===== src/rtl/eq_pkg.sv =====
// Shared types and constants for the equalizer pot scanner.
package eq_pkg;

   localparam int unsigned NUM_POTS    = 6;
   localparam logic [11:0] POT_RST_MID = 12'h800;

   typedef enum logic [2:0] {
      SLOT_LP  = 3'd0,
      SLOT_B1  = 3'd1,
      SLOT_B2  = 3'd2,
      SLOT_B3  = 3'd3,
      SLOT_HP  = 3'd4,
      SLOT_VOL = 3'd5
   } slot_e;

   // A2D channel wired to each slot; entry 0 (rightmost) is SLOT_LP.
   localparam logic [NUM_POTS-1:0][2:0] A2D_CHNL_MAP = {3'd7, 3'd3, 3'd2, 3'd4, 3'd0, 3'd1};

   typedef enum logic [1:0] {
      StIdle,
      StStart,
      StWait,
      StGap
   } scan_state_e;

   // Band pots come up at unity gain, volume comes up muted.
   function automatic logic [11:0] pot_rst_val(input slot_e slot);
      return (slot == SLOT_VOL) ? 12'h000 : POT_RST_MID;
   endfunction

endpackage


===== src/rtl/pot_regfile.sv =====
// Six 12-bit pot registers written by slot index.
// Build option POT_AVG_EN: 2-tap smoothing of each capture after the first.
module pot_regfile
   import eq_pkg::*;
(
   input  logic                   clk,
   input  logic                   rst,
   input  logic                   we,
   input  logic [2:0]             wr_slot,
   input  logic [11:0]            wr_data,
   output logic [NUM_POTS*12-1:0] pots
);

   logic [11:0] pot_q [NUM_POTS];
   logic [11:0] pot_d [NUM_POTS];

`ifdef POT_AVG_EN
   logic [NUM_POTS-1:0] primed_q, primed_d;
   logic [12:0]         sum;

   always_comb begin
      primed_d = primed_q;
      sum      = '0;
      for (int i = 0; i < NUM_POTS; i++) begin
         pot_d[i] = pot_q[i];
         if (we && wr_slot == 3'(i)) begin
            sum         = {1'b0, pot_q[i]} + {1'b0, wr_data} + 13'd1;
            pot_d[i]    = primed_q[i] ? 12'(sum >> 1) : wr_data;
            primed_d[i] = 1'b1;
         end
      end
   end

   always_ff @(posedge clk or posedge rst) begin
      if (rst) begin
         primed_q <= '0;
      end else begin
         primed_q <= primed_d;
      end
   end
`else
   always_comb begin
      for (int i = 0; i < NUM_POTS; i++) begin
         pot_d[i] = pot_q[i];
         if (we && wr_slot == 3'(i)) begin
            pot_d[i] = wr_data;
         end
      end
   end
`endif

   always_ff @(posedge clk or posedge rst) begin
      if (rst) begin
         for (int i = 0; i < NUM_POTS; i++) begin
            pot_q[i] <= pot_rst_val(slot_e'(3'(i)));
         end
      end else begin
         for (int i = 0; i < NUM_POTS; i++) begin
            pot_q[i] <= pot_d[i];
         end
      end
   end

   always_comb begin
      for (int i = 0; i < NUM_POTS; i++) begin
         pots[i*12 +: 12] = pot_q[i];
      end
   end

endmodule


===== src/rtl/pot_scan_seq.sv =====
// Round-robin scheduler sharing one A2D converter among the six slide pots.
// Build option POT_AVG_EN (in pot_regfile) smooths captured values.
module pot_scan_seq
   import eq_pkg::*;
#(
   parameter int unsigned ROUND_GAP     = 1024,
   parameter int unsigned CMPLT_TIMEOUT = 4096
) (
   input  logic        clk,
   input  logic        rst,
   input  logic        en,
   output logic        strt_cnv,
   output logic [2:0]  chnnl,
   input  logic        cnv_cmplt,
   input  logic [11:0] res,
   input  logic        clr_err,
   output logic [11:0] LP_pot,
   output logic [11:0] B1_pot,
   output logic [11:0] B2_pot,
   output logic [11:0] B3_pot,
   output logic [11:0] HP_pot,
   output logic [11:0] VOL_pot,
   output logic        pots_vld,
   output logic        seq_err
);

   // One counter serves both the WAIT timeout and the GAP delay.
   localparam int unsigned CntMax =
      (CMPLT_TIMEOUT > ROUND_GAP + 1) ? CMPLT_TIMEOUT : ROUND_GAP + 1;
   localparam int unsigned CntW = $clog2(CntMax);
   localparam logic [CntW-1:0] TmoLast = CntW'(CMPLT_TIMEOUT - 1);
   localparam logic [CntW-1:0] GapLast = CntW'(ROUND_GAP);

   scan_state_e     state_q, state_d;
   slot_e           slot_q, slot_d;
   logic [CntW-1:0] cnt_q, cnt_d;
   logic            strt_cnv_q, strt_cnv_d;
   logic [2:0]      chnnl_q, chnnl_d;
   logic            pots_vld_q, pots_vld_d;
   logic            seq_err_q, seq_err_d;
   logic            cap, timeout;
   logic [NUM_POTS*12-1:0] pots;

   always_comb begin
      state_d    = state_q;
      slot_d     = slot_q;
      cnt_d      = cnt_q + CntW'(1);
      pots_vld_d = 1'b0;
      seq_err_d  = seq_err_q;
      cap        = (state_q == StWait) && cnv_cmplt;
      timeout    = (state_q == StWait) && !cnv_cmplt && (cnt_q == TmoLast);

      unique case (state_q)
         StIdle: begin
            slot_d = SLOT_LP;
            cnt_d  = '0;
            if (en) state_d = StStart;
         end
         StStart: state_d = StWait;
         StWait: begin
            // A timeout finishes the slot exactly like a completed conversion.
            if (cap || timeout) begin
               if (slot_q == SLOT_VOL) begin
                  pots_vld_d = 1'b1;
                  slot_d     = SLOT_LP;
                  state_d    = StGap;
               end else if (en) begin
                  slot_d  = slot_e'(slot_q + 3'd1);
                  state_d = StStart;
               end else begin
                  slot_d  = SLOT_LP;
                  state_d = StIdle;
               end
            end
         end
         StGap: begin
            if (!en) state_d = StIdle;
            else if (cnt_q == GapLast) state_d = StStart;
         end
         default: state_d = StIdle;
      endcase

      // START->WAIT keeps counting so the timeout is measured from the request.
      if (state_d != state_q && state_d != StWait) cnt_d = '0;

      if (timeout) seq_err_d = 1'b1;
      else if (clr_err) seq_err_d = 1'b0;

      strt_cnv_d = (state_d == StStart);
      chnnl_d    = A2D_CHNL_MAP[slot_d];
   end

   always_ff @(posedge clk or posedge rst) begin
      if (rst) begin
         state_q    <= StIdle;
         slot_q     <= SLOT_LP;
         cnt_q      <= '0;
         strt_cnv_q <= 1'b0;
         chnnl_q    <= 3'd0;
         pots_vld_q <= 1'b0;
         seq_err_q  <= 1'b0;
      end else begin
         state_q    <= state_d;
         slot_q     <= slot_d;
         cnt_q      <= cnt_d;
         strt_cnv_q <= strt_cnv_d;
         chnnl_q    <= chnnl_d;
         pots_vld_q <= pots_vld_d;
         seq_err_q  <= seq_err_d;
      end
   end

   pot_regfile u_regfile (
      .clk     (clk),
      .rst     (rst),
      .we      (cap),
      .wr_slot (slot_q),
      .wr_data (res),
      .pots    (pots)
   );

   assign strt_cnv = strt_cnv_q;
   assign chnnl    = chnnl_q;
   assign pots_vld = pots_vld_q;
   assign seq_err  = seq_err_q;
   assign LP_pot   = pots[0*12 +: 12];
   assign B1_pot   = pots[1*12 +: 12];
   assign B2_pot   = pots[2*12 +: 12];
   assign B3_pot   = pots[3*12 +: 12];
   assign HP_pot   = pots[4*12 +: 12];
   assign VOL_pot  = pots[5*12 +: 12];

endmodule


===== config.mk =====
export PLATFORM = sky130hd
export DESIGN_NAME = pot_scan_seq
export DESIGN_NICKNAME = d
export VERILOG_FILES = /design/src/rtl/eq_pkg.sv /design/src/rtl/pot_regfile.sv /design/src/rtl/pot_scan_seq.sv
export SDC_FILE = /design/constraint.sdc
export NUM_CORES = 1
export LEC_CHECK = 0
export CORE_MARGIN = 1.5
export CORE_UTILIZATION = 40
export DETAILED_ROUTE_END_ITERATION = 8
export GPL_TIMING_DRIVEN = 0
export PLACE_DENSITY = 0.67
export REMOVE_ABC_BUFFERS = 1
export SYNTH_ARGS = -nofsm -noshare
export SYNTH_HDL_FRONTEND = slang
export SYNTH_SLANG_ARGS = --single-unit

===== constraint.sdc =====
create_clock -name clk -period 9.3 [get_ports clk]
set_clock_uncertainty 0.15 [all_clocks]
set_input_delay 1.86 -clock clk [delete_from_list [all_inputs] [get_ports clk]]
set_output_delay 1.86 -clock clk [all_outputs]
set_load 0.02 [all_outputs]

==> impl_metrics.ini <==
[final_layout]
syn2layout_area_growth_pct = 31.6
stdcell_count = 519
layout_common_cells = 94 x clkdlybuf4s50_1, 90 x dfrtp_1, 72 x mux2_2
fin_util_pct = 54.0
drive_gt1_share_pct = 28.0
fillers = 854
final_common_cell = clkdlybuf4s50_1
antenna_cells = 0
nets = 405

[min_path]
whs_path_depth = 1
holdPathEnd = u_regfile.pots[30]
worstHoldStart = u_regfile.pots[30]
hp-class = reg -> reg

[placement]
port_buffers = 94
post-place-ws_ns = 4.87
hpwl_um = 5570
gp_congestion = 0.801
placed_cells = 503

[drt]
drt_pass1_iterations = 4
wire_per_inst_um = 15.6
finalWirelength_um = 8080
num_vias = 2520
drtIter0Drc = 75
vias_per_cell = 4.86
drc_errors = 0
ant_nets = 0

[pwr]
cellLeakagePower_nw = 2.37
powerDensity_nw_per_um2 = 240
p_total_mw = 1.26
vdd_ir_drop_max_mv = 0.112

[setup_path]
end_kind = flip-flop
start_kind = input pin
cp_max_fo = 12
regToRegEndpoint = u_regfile.pots[67]
cp.arrival_ns = 4.13
rr_worst_depth = 4
r2r_slack_ns = 6.51
worstSetupStartpoint = cnv_cmplt
cp.required_ns = 9.40
r2r-start = state_q[1]
crit_type = in -> reg

[timing]
worst_slew_pin_slew_ns = 1.35
fmax_mhz = 248
hold_viol_final = 0
relSlewSlack_pct = 9.46
setup_ws_ns = 5.27
final.min_clock_period_ns = 4.03
rsz0062_at_grt = false
finalSetupTns_ns = 0
slew_violations = 0
timing.final.crit_share_pct = 43.4
finalSetupViolations = 0

[floorplanning]
die_h_um = 103
rows = 36
ios = 95
initial_utilization_pct = 41.0
die_area_um2 = 10500
die_w_um = 103
coreArea_um2 = 9680

[clock_tree]
cts_tree = yes
clk_pin_slew_ns = 0.10
insertion_delay_ns = 0.35
htree_num_levels = 3
holdBufCountCts = 0
cts_buffers = 9
cts_buffer_depth = 2
postCtsSetupBuffers = 0
clock-sinks = 95
cts_root_buffer = clkbuf_8
cts_resized = 0

[synth]
synth_cell_types = 47
netlist_top_cells_area = dfrtp_1 57%, mux2_2 20%, dfstp_2 3.3%
yosysWarnings = 0
synthCells = 284
synth_area_per_cell_um2 = 14.0
syn_area_um2 = 3970
ys.flop_type = dfrtp_1
ys_ff_latch = 95
yosysSeqAreaShare_pct = 60.0
synth_top_cell_by_area = dfrtp_1
postSynth.asyncResetShare_pct = 100
synth_top_area_share_pct = 56.7
synth-edff-count = 0

[global_routing]
grt_antenna_before_repair = 0
grt_pass1_vias = 2452
grt_usage_pct = 16.4
globalRouteOverflowTotal = 0
grt_pass1_wl_um = 12900
grt_max_degree = 58

[status]
status = finished clean

[run]
maxCapViolations = 0
-- flip-flops by register name, summed over array words and instances (netlist names) --
name / flops
strt_cnv: 1
pots_vld: 1
chnnl: 3
seq_err: 1
slot_q: 3
cnt_q: 12
u_regfile.pots: 72
state_q: 2
-- worst max-delay path: stages --
cell and delay [ns]:
clkdlybuf4s50_1 0.65, nand2_1 0.13, nor2_1 1.04, mux2_2 0.44
-- report_power, final --
part	total [mW]	switching (mW)	internal [mW]
sequential	0.551	0.0490	0.502
clock	0.250	0.149	0.101
combinational	0.453	0.225	0.229
total	1.26	0.423	0.832
-- how the worst max path moves through the flow --
stage          slack [ns]                 end  depth (start not counted)
3_3_place_gp         3.45  u_regfile.pots[54]                          2
6_report             5.27  u_regfile.pots[67]                          4
3_5_place_dp         4.87  u_regfile.pots[67]                          4
4_1_cts              5.27  u_regfile.pots[66]                          4
5_1_grt              5.16  u_regfile.pots[64]                          4
2_1_floorplan        4.82            chnnl[0]                          1
-- Yosys cell counts (2+ instances only) --
master and number:
a31oi_1 2, buf_2 6, dfrtp_1 90, dfstp_2 5, ha_1 7, inv_1 12
mux2_2 72, mux2i_1 2, nand2_1 12, nand3_1 9, nand4_1 3, nor2_1 17
nor4b_1 2, o21ai_0 2, o21bai_2 2, or2_2 2, xnor2_1 3, xor2_1 7
-- cells by family after synthesis --
kind of cell    synth area share [%]
compound gates                  4.00
xor+xnor                        2.20
fa+ha+maj                       2.20
buf+inv                         2.71
flops                           60.0
mux                             20.9
simple gates                    7.97
-- metal layers --
layer | part of all wire [%] | vias up | global-route usage (%) | routed length [um]
met1 | 47 | 1261 | 22.5 | 3770
met4 | 1.5 | 0 | 6.32 | 120
li1 | - | 1189 | - | -
met3 | 5.2 | 12 | 4.00 | 423
met5 | 0 | - | 0 | 0
met2 | 47 | 58 | 25.3 | 3770
-- final cells by class --
| class | count | area (um^2) | share of cell area [%] |
|---|---|---|---|
| Timing Repair Buffer | 95 | 968 | 18.5 |
| Clock buffer | 10 | 128 | 2.44 |
| Sequential cell | 95 | 2380 | 45.6 |
| Tap cell | 133 | 166 | 3.18 |
| Clock inverter | 6 | 51.3 | 0.982 |
| Multi-Input combinational cell | 168 | 1480 | 28.3 |
| Inverter | 12 | 47.5 | 0.910 |
-- per-stage QoR --
stage,hold slack (ns),cell area (um^2)
floorplan,0.338,3910
global placement,0.337,5020
detailed placement,0.342,5050
CTS,0.365,5230
global route,0.369,5230
finish,0.360,5230
Note: power is estimated with default switching activity, not from simulation.
